**config.mk**
```make
export PLATFORM = sky130hd
export DESIGN_NAME = alu_pipe_w
export DESIGN_NICKNAME = d
export VERILOG_FILES = /design/src/rtl/alu_pipe_pkg.sv /design/src/rtl/alu_pipe_core.sv /design/src/rtl/alu_pipe_w.sv
export SDC_FILE = /design/constraint.sdc
export NUM_CORES = 1
export LEC_CHECK = 0
export CORE_MARGIN = 2
export CORE_UTILIZATION = 35
export CTS_CLUSTER_SIZE = 8
export DETAILED_ROUTE_END_ITERATION = 10
export PLACE_DENSITY = 0.57
export SYNTH_ARGS = -nofsm -noshare
export SYNTH_HDL_FRONTEND = slang
export SYNTH_SLANG_ARGS = --single-unit
```
**constraint.sdc**
```tcl
create_clock -name clk -period 2.3 [get_ports clk]
set_input_delay 0.69 -clock clk [delete_from_list [all_inputs] [get_ports clk]]
set_output_delay 0.69 -clock clk [all_outputs]
set_load 0.01 [all_outputs]
```
**src/rtl/alu_pipe_pkg.sv**
```systemverilog
// -----------------------------------------------------------------------------
// alu_pipe_pkg
//   Shared definitions for the pipelined signed ALU: the 3-bit opcode encoding
//   used by the RTL and by any reference model or stimulus generator.
// -----------------------------------------------------------------------------
package alu_pipe_pkg;

    typedef enum logic [2:0] {
        ADD      = 3'd0,
        SUB      = 3'd1,
        INV_A    = 3'd2,
        RED_OR_B = 3'd3,
        AND      = 3'd4,
        OR       = 3'd5,
        XOR      = 3'd6,
        LT       = 3'd7
    } opcode_t;

endpackage : alu_pipe_pkg

```
**src/rtl/alu_pipe_core.sv**
```systemverilog
// -----------------------------------------------------------------------------
// alu_pipe_core
//   Purely combinational W-bit signed ALU datapath. Produces a W+1-bit result
//   and zero/negative/overflow flags.
//   Optional feature macro: ALU_SAT_EN (adds the sat input; ADD/SUB clamp to
//   the W-bit signed range when sat=1).
// Ports
//   opcode  in   3    operation select (alu_pipe_pkg::opcode_t)
//   a, b    in   W    signed operands
//   sat     in   1    saturate ADD/SUB (only with ALU_SAT_EN)
//   c       out  W+1  signed result
//   z, n, v out  1    zero, negative (c[W]), ADD/SUB signed overflow
// -----------------------------------------------------------------------------
module alu_pipe_core
    import alu_pipe_pkg::*;
#(
    parameter int W = 4
) (
    input  opcode_t        opcode,
    input  logic [W-1:0]   a,
    input  logic [W-1:0]   b,
`ifdef ALU_SAT_EN
    input  logic           sat,
`endif
    output logic [W:0]     c,
    output logic           z,
    output logic           n,
    output logic           v
);

    logic           sat_s;
    logic [W:0]     a_x_s;
    logic [W:0]     b_x_s;
    logic [W:0]     sum_s;
    logic [W:0]     dif_s;
    logic [W:0]     pos_max_s;
    logic [W:0]     neg_min_s;
    logic           ovf_add_s;
    logic           ovf_sub_s;
    logic [W:0]     res_s;
    logic           v_s;

`ifdef ALU_SAT_EN
    assign sat_s = sat;
`else
    assign sat_s = 1'b0;
`endif

    // Sign-extended arithmetic; a W+1-bit sum never wraps, so overflow of the
    // W-bit range shows up as the top two bits disagreeing.
    always_comb begin
        a_x_s     = {a[W-1], a};
        b_x_s     = {b[W-1], b};
        sum_s     = a_x_s + b_x_s;
        dif_s     = a_x_s - b_x_s;
        ovf_add_s = sum_s[W] ^ sum_s[W-1];
        ovf_sub_s = dif_s[W] ^ dif_s[W-1];
        pos_max_s = {2'b00, {(W-1){1'b1}}};
        neg_min_s = {2'b11, {(W-1){1'b0}}};
    end

    // Opcode decode; saturation direction follows the sign of the true result.
    always_comb begin
        res_s = {(W+1){1'b0}};
        v_s   = 1'b0;
        case (opcode)
            ADD: begin
                v_s = ovf_add_s;
                if (sat_s && ovf_add_s) begin
                    res_s = sum_s[W] ? neg_min_s : pos_max_s;
                end else begin
                    res_s = sum_s;
                end
            end
            SUB: begin
                v_s = ovf_sub_s;
                if (sat_s && ovf_sub_s) begin
                    res_s = dif_s[W] ? neg_min_s : pos_max_s;
                end else begin
                    res_s = dif_s;
                end
            end
            INV_A:    res_s = ~a_x_s;
            RED_OR_B: res_s = {{W{1'b0}}, |b};
            AND:      res_s = a_x_s & b_x_s;
            OR:       res_s = a_x_s | b_x_s;
            XOR:      res_s = a_x_s ^ b_x_s;
            LT:       res_s = {{W{1'b0}}, ($signed(a) < $signed(b))};
            default: begin
                res_s = {(W+1){1'b0}};
                v_s   = 1'b0;
            end
        endcase
    end

    // Flags derived from the final (possibly clamped) result.
    always_comb begin
        c = res_s;
        z = (res_s == {(W+1){1'b0}});
        n = res_s[W];
        v = v_s;
    end

endmodule : alu_pipe_core

```
**src/rtl/alu_pipe_w.sv**
```systemverilog
// -----------------------------------------------------------------------------
// alu_pipe_w
//   Two-stage pipelined signed ALU with valid/ready handshakes on both sides.
//   S1 registers the transaction, S2 registers the computed result and flags.
//   Latency 2 cycles, throughput 1 per cycle, order preserved under stalls.
//   Optional feature macro: ALU_SAT_EN (adds sat_mode, captured with the
//   transaction, saturating ADD/SUB).
// Ports
//   clk        in   1    rising-edge clock
//   reset      in   1    asynchronous active-low reset
//   in_valid   in   1    operand transaction valid
//   in_ready   out  1    transaction accepted this cycle if in_valid
//   opcode     in   3    alu_pipe_pkg::opcode_t
//   A, B       in   W    signed operands
//   sat_mode   in   1    saturate ADD/SUB (only with ALU_SAT_EN)
//   out_valid  out  1    result valid (held until out_ready)
//   out_ready  in   1    consumer takes the result this cycle
//   C          out  W+1  signed result
//   flag_z/n/v out  1    zero, negative, ADD/SUB overflow
// -----------------------------------------------------------------------------
module alu_pipe_w
    import alu_pipe_pkg::*;
#(
    parameter int W = 4
) (
    input  logic           clk,
    input  logic           reset,
    input  logic           in_valid,
    output logic           in_ready,
    input  opcode_t        opcode,
    input  logic [W-1:0]   A,
    input  logic [W-1:0]   B,
`ifdef ALU_SAT_EN
    input  logic           sat_mode,
`endif
    output logic           out_valid,
    input  logic           out_ready,
    output logic [W:0]     C,
    output logic           flag_z,
    output logic           flag_n,
    output logic           flag_v
);

    logic           s1_valid_r;
    opcode_t        s1_op_r;
    logic [W-1:0]   s1_a_r;
    logic [W-1:0]   s1_b_r;
`ifdef ALU_SAT_EN
    logic           s1_sat_r;
`endif
    logic           s2_ready_s;
    logic           in_fire_s;
    logic [W:0]     core_c_s;
    logic           core_z_s;
    logic           core_n_s;
    logic           core_v_s;

    // Backpressure chain: S2 frees up when empty or being drained, S1 when
    // empty or able to move into S2.
    always_comb begin
        s2_ready_s = !out_valid || out_ready;
        in_ready   = !s1_valid_r || s2_ready_s;
        in_fire_s  = in_valid && in_ready;
    end

    // Stage 1: capture the transaction; drop valid once it has moved on.
    always_ff @(posedge clk or negedge reset) begin
        if (!reset) begin
            s1_valid_r <= 1'b0;
            s1_op_r    <= ADD;
            s1_a_r     <= {W{1'b0}};
            s1_b_r     <= {W{1'b0}};
`ifdef ALU_SAT_EN
            s1_sat_r   <= 1'b0;
`endif
        end else if (in_fire_s) begin
            s1_valid_r <= 1'b1;
            s1_op_r    <= opcode;
            s1_a_r     <= A;
            s1_b_r     <= B;
`ifdef ALU_SAT_EN
            s1_sat_r   <= sat_mode;
`endif
        end else if (s2_ready_s) begin
            s1_valid_r <= 1'b0;
        end else begin
            s1_valid_r <= s1_valid_r;
        end
    end

    alu_pipe_core #(
        .W      (W)
    ) u_core (
        .opcode (s1_op_r),
        .a      (s1_a_r),
        .b      (s1_b_r),
`ifdef ALU_SAT_EN
        .sat    (s1_sat_r),
`endif
        .c      (core_c_s),
        .z      (core_z_s),
        .n      (core_n_s),
        .v      (core_v_s)
    );

    // Stage 2: register result and flags; everything holds while stalled.
    always_ff @(posedge clk or negedge reset) begin
        if (!reset) begin
            out_valid <= 1'b0;
            C         <= {(W+1){1'b0}};
            flag_z    <= 1'b0;
            flag_n    <= 1'b0;
            flag_v    <= 1'b0;
        end else if (s2_ready_s) begin
            out_valid <= s1_valid_r;
            if (s1_valid_r) begin
                C      <= core_c_s;
                flag_z <= core_z_s;
                flag_n <= core_n_s;
                flag_v <= core_v_s;
            end else begin
                C      <= C;
                flag_z <= flag_z;
                flag_n <= flag_n;
                flag_v <= flag_v;
            end
        end else begin
            out_valid <= out_valid;
        end
    end

endmodule : alu_pipe_w
```
== After elaboration in Yosys (flattened, before gate mapping) ==
Index checks and enable logic that the tools add are counted.

* Add/sub/neg operators: 2
* Mux-type cells: 4
* Equality and inequality tests: 7
* Reduce and logical (&&, ||, !) cells: 10
* Bitwise gates (word level): 6
* $lt $le $gt $ge: 1

{| class="wikitable"
|+ Operators with widths
! cell !! count
|-
| $pmux 5 s8 || 1
|-
| $eq 3x3->1 const B || 4
|-
| $eq 3x2->1 const B || 2
|-
| $add 4x4->5 || 1
|-
| $and 5x5->5 || 1
|-
| $logic_not 5->1 || 1
|-
| $not 5->5 || 1
|-
| $or 5x5->5 || 1
|-
| $sub 4x4->5 || 1
|-
| $xor 5x5->5 || 1
|-
| $lt 4x4->1 || 1
|-
| $reduce_or 4->1 || 1
|-
| $eq 3x1->1 const B || 1
|-
| $logic_not 3->1 || 1
|-
| $logic_not 1->1 || 2
|-
| $logic_or 1x1->1 || 2
|-
| $mux 1 || 2
|-
| $pmux 1 s2 || 1
|-
| $reduce_and 2->1 || 1
|-
| $reduce_bool 2->1 || 1
|-
| $xor 1x1->1 || 2
|-
| $logic_and 1x1->1 || 1
|}

* Input bits: 15
* Flip-flop bits (word level): 21
* Output and inout port bits: 10
* Logic and storage cells: 39

== Depth between registers and ports, before layout ==
* Depth in word-level cells: 5
* Gate-level depth with buffers: 10
* Mapped depth without buffers: 10

== By module ==
From an unflattened synthesis, not the netlist that was laid out.

* Cell total of the unflattened synthesis: 159
* Area, all modules: 1676.6 sq um

{| class="wikitable"
|+ Modules (own cells, without submodules)
! module !! instances !! cells each !! area each (sq um) !! seq. area each (sq um)
|-
| alu_pipe_w || 1 || 47 || 843.3 || 525.5
|-
| alu_pipe_core || 1 || 112 || 833.3 || 0.0
|}

== Worst setup path before layout ==
No wires, ideal clock.

* Kind: register to register
* Start point: reg s1_b_r[0]
* End point: reg flag_z
* Arrival time: 2.012 ns
* Path buffers: 0
* Slack: 0.166 ns
* Stages on the path, launching flop included: 9
* Library setup time: 0.122 ns
* Cells stage by stage: dfrtp_1 -> ha_1 -> inv_1 -> fa_1 -> xor2_1 -> mux4_2 -> o21ai_2 -> nor3b_1 -> a32o_1

* Longest elaborated chain between the ends: 3
* Elaborated cells on any way between the ends: 9

{| class="wikitable"
|+ Ends and longest elaborated chain
! what !! RTL line !! text
|-
| start: declaration || alu_pipe_w.sv:47 || <nowiki>logic [W-1:0] s1_b_r;</nowiki>
|-
| start signal: assignment || alu_pipe_w.sv:72 || <nowiki>s1_b_r <= {W{1'b0}};</nowiki>
|-
| $sub 4x4->5 (tied with other cells) || alu_pipe_core.sv:55 || <nowiki>dif_s = a_x_s - b_x_s;</nowiki>
|-
| $pmux 5 s8 (*) || alu_pipe_core.sv:66 || <nowiki>case (opcode)</nowiki>
|-
| $logic_not 5->1 (*) || alu_pipe_core.sv:99 || <nowiki>z = (res_s == {(W+1){1'b0}});</nowiki>
|-
| end signal: assignment || alu_pipe_w.sv:118 || <nowiki>flag_z <= core_z_s;</nowiki>
|-
| end signal: assignment || alu_pipe_w.sv:123 || <nowiki>flag_z <= flag_z;</nowiki>
|-
| end: declaration || alu_pipe_w.sv:39 || <nowiki>output logic flag_z,</nowiki>
|}

Mark *: on every way between the ends. The rest lies on a longest branch, timed or not.
A chain may end at the register's enable or synchronous reset.

== Final worst setup path ==
* Start point: in out_ready
* End point: out in_ready

* Longest elaborated chain between the ends: 2

{| class="wikitable"
|+ Ends and longest elaborated chain
! what !! RTL line !! text
|-
| start: declaration || alu_pipe_w.sv:37 || <nowiki>input logic out_ready,</nowiki>
|-
| $logic_or 1x1->1 || alu_pipe_w.sv:61 || <nowiki>s2_ready_s = !out_valid || out_ready;</nowiki>
|-
| $logic_or 1x1->1 || alu_pipe_w.sv:62 || <nowiki>in_ready = !s1_valid_r || s2_ready_s;</nowiki>
|-
| end: declaration || alu_pipe_w.sv:29 || <nowiki>output logic in_ready,</nowiki>
|}

No other way between the ends.

==> results.sh <==
export IMPL_run_status="finished, final reports clean"
export IMPL_cts_tree="yes"
export IMPL_yosys_top_cells_area="sky130_fd_sc_hd__dfrtp_1, sky130_fd_sc_hd__mux2_2, sky130_fd_sc_hd__ha_1, sky130_fd_sc_hd__inv_1, sky130_fd_sc_hd__nand2b_1"
export IMPL_layout_cells_non_filler=220
export IMPL_finalNetCount=200
export IMPL_overflow=0
export IMPL_finalCriticalPeriod_ps=2228
export IMPL_relSlewSlack=0.6438
export IMPL_total_power_mw=1.516
export IMPL_finClkSkew_ps=6.043
export IMPL_area_delta_synth_final_pct=29.88
export IMPL_drtPass1Iterations=4
export IMPL_drt_drc_violations_left=0
export IMPL_synth_async_sr_flop_share=1.000
export IMPL_final_min_period_over_clock_period=0.9687
export IMPL_floorplan_initialDensity=0.3580
export IMPL_yosys_area_top_type_share=0.3546
export IMPL_crit_path_start_kind="input port"
export IMPL_holdBufCountCts=0
export IMPL_sequential_to_total_area_share_from_yosys_stat=0.3546
export IMPL_irDropWorstVdd_v=0.0003346
export IMPL_worst_ep_required_time_ps=1610
export IMPL_syn_num_nets=169
export IMPL_globalRouteTotalUtil=0.1487
export IMPL_post_route_util=0.4649
export IMPL_clock_tree_root_cell="sky130_fd_sc_hd__clkbuf_8"
export IMPL_synth_seq_cells=20
export IMPL_num_vias=1104
export IMPL_power_per_cell_area_nw_per_um2=827.3
export IMPL_worst_setup_hold_path_clk_slew_ps=80
export IMPL_h_tree_depth=1
export IMPL_synth_area_leader_cell="sky130_fd_sc_hd__dfrtp_1"
export IMPL_synthFlopType="sky130_fd_sc_hd__dfrtp_1"
export IMPL_vias_per_cell=5.018
export IMPL_cp_data_arrival_time_ps=1540
export IMPL_synth_top_cells_by_count="sky130_fd_sc_hd__dfrtp_1, sky130_fd_sc_hd__inv_1, sky130_fd_sc_hd__mux2_2"
export IMPL_clock_tree_buffer_depth=2
export IMPL_die_width_um=67.50
export IMPL_synth_edf_count=0
export IMPL_setup_viol_count_final=0
export IMPL_wl_per_cell_um=13.35
export IMPL_syn_area_per_cell_um2=10.08
export IMPL_final_hold_viol_count=0
export IMPL_busiest_layer="met2"
export IMPL_min_delay_worst_type="flop to flop"
export IMPL_yosys_cell_count_top_type="sky130_fd_sc_hd__dfrtp_1"
export IMPL_floorplan_die_area_um2=4556
export IMPL_postRouteAntennaNets=0
export IMPL_post_synth_inst_count=140
export IMPL_clk_latency_ps=270
export IMPL_unrepaired_setup_endpoints_after_global_routing="true"
export IMPL_power_leakage_nw=0.8097
export IMPL_boundaryPins=25
export IMPL_worst_slew_pin_slew_ps=534.4
export IMPL_gr_usage_met1=0.1923
export IMPL_number_of_global_route_vias_before_repair=1050
export IMPL_diodes=0
export IMPL_placedCellCount=215
export IMPL_critPathCaptureType="output port"
export IMPL_fmax_mhz=448.8
export IMPL_wirelength_um=2936
export IMPL_drv_cap=0
export IMPL_final_max_slew_violation_count=0
export IMPL_std_cell_rows=23
export IMPL_detailed_place_hpwl_um=2300
export IMPL_die_h_um=67.50
export IMPL_drive_above_1_share=0.2294
export IMPL_io_buffer_count=24
export IMPL_cts_bufs_inserted=3
export IMPL_detail_route_iter0_violations=35
export IMPL_synthesis_warning_total=0
export IMPL_synth_cell_area_um2=1411
export IMPL_gpl_wtd_cong=0.8624
export IMPL_grtUsageMet2=0.2304
export IMPL_critPathMaxFanout=2
export IMPL_yosys_cell_types_count=43
export IMPL_antenna_found_initial=0
export IMPL_core_area_um2=3943
export IMPL_global_route_wire_length_before_repair_um=4919
export IMPL_setup_worst_path_class="input port to output port"
export IMPL_grt_max_degree=21
export IMPL_met3_usage=0.02667
export IMPL_cts_num_sinks=20
final cells by class:
cell class	instances	area, µm²
Multi-Input combinational cell	98	838.3
Fill cell	372	2110
Inverter	15	56.30
Clock buffer	4	55.05
Sequential cell	20	500.5
Tap cell	50	62.56
Timing Repair Buffer	33	320.3
per-stage QoR:
step | area (µm²) | setup WS, ps | hold slack (ps) | setup TNS (ps)
2_1_floorplan | 1411 | 166.4 | 394.4 | 0
3_3_place_gp | 1748 | -197.7 | 462.0 | -197.7
3_5_place_dp | 1748 | -227.4 | 475.2 | -227.4
4_1_cts | 1809 | 8.584 | 495.0 | 0
5_1_grt | 1833 | -6.106 | 508.9 | -6.106
6_report | 1833 | 72.08 | 484.2 | 0
report_power, final:
group	internal (mW)	total, mW	switching [mW]
combinational	0.395	0.728	0.333
clock	0.153	0.283	0.130
sequential	0.430	0.506	0.0754
total	0.978	1.52	0.539
metal layers:
| metal | vias to the layer above | part of all wire |
|---|---|---|
| li1 | 550 | - |
| met1 | 524 | 0.44 |
| met2 | 24 | 0.50 |
| met3 | 6 | 0.031 |
| met4 | 0 | 0.026 |
| met5 | - | 0 |
critical path, stage by stage:
cell	delay (ps)
sky130_fd_sc_hd__clkdlybuf4s50_1	470
sky130_fd_sc_hd__nand3b_1	130
sky130_fd_sc_hd__clkdlybuf4s15_1	250
state kept, by name, indices dropped and copies added, names as in the netlist:
signal,flops
C,5
flag_v,1
flag_z,1
out_valid,1
s1_a_r,4
s1_b_r,4
s1_op_r,3
s1_valid_r,1
path summary, 6_finish.rpt:
check	cells past startpoint	slack, ps	endpoint	from
worst max-delay path	3	70	in_ready	out_ready
worst min-delay path	2	480	C[1]$_DFFE_PN0P_	C[1]$_DFFE_PN0P_
worst max register to register	8	80	flag_z$_DFFE_PN0P_	s1_a_r[0]$_DFFE_PN0P_
worst min register to register	2	480	C[1]$_DFFE_PN0P_	C[1]$_DFFE_PN0P_
max in group asynchronous	2	1340	s1_op_r[1]$_DFFE_PN0P_	reset
min in group asynchronous	2	750	flag_v$_DFFE_PN0P_	reset
cells in the final DEF, fill, tap and decap left out, drive strengths merged, types with 2 or more instances in the layout:
| cell type | Yosys | routed |
|---|---|---|
| nor3 | 3 | 3 |
| nand2 | 8 | 8 |
| fa | 2 | 2 |
| nor2 | 4 | 4 |
| nor2b | 2 | 2 |
| o22ai | 2 | 2 |
| dfrtp | 20 | 20 |
| mux2i | 2 | 2 |
| xnor2 | 3 | 3 |
| clkbuf | 1 | 4 |
| ha | 12 | 12 |
| buf | 6 | 9 |
| inv | 15 | 15 |
| a21oi | 5 | 5 |
| nand2b | 7 | 7 |
| xor2 | 3 | 3 |
| o21ai | 7 | 7 |
| clkdlybuf4s50 | 0 | 23 |
| nand4 | 2 | 2 |
| nand3 | 4 | 4 |
| mux2 | 14 | 14 |
what timing repair did:
item	in CTS	in global routing
setup endpoints to repair	2	3
setup buffers	1	0
resized for setup	1	8
logic make-up after synthesis:
kind of cell	after synthesis	synth area share
and+or+nand+nor	35	0.1356
AOI/OAI and AO/OA	26	0.1286
buffers and inverters	22	0.06737
DFF	20	0.3546
muxes	17	0.1418
adders and majority gates	14	0.1348
xor gates and xnor gates	6	0.03724
Power figures use the tool's default switching activity.
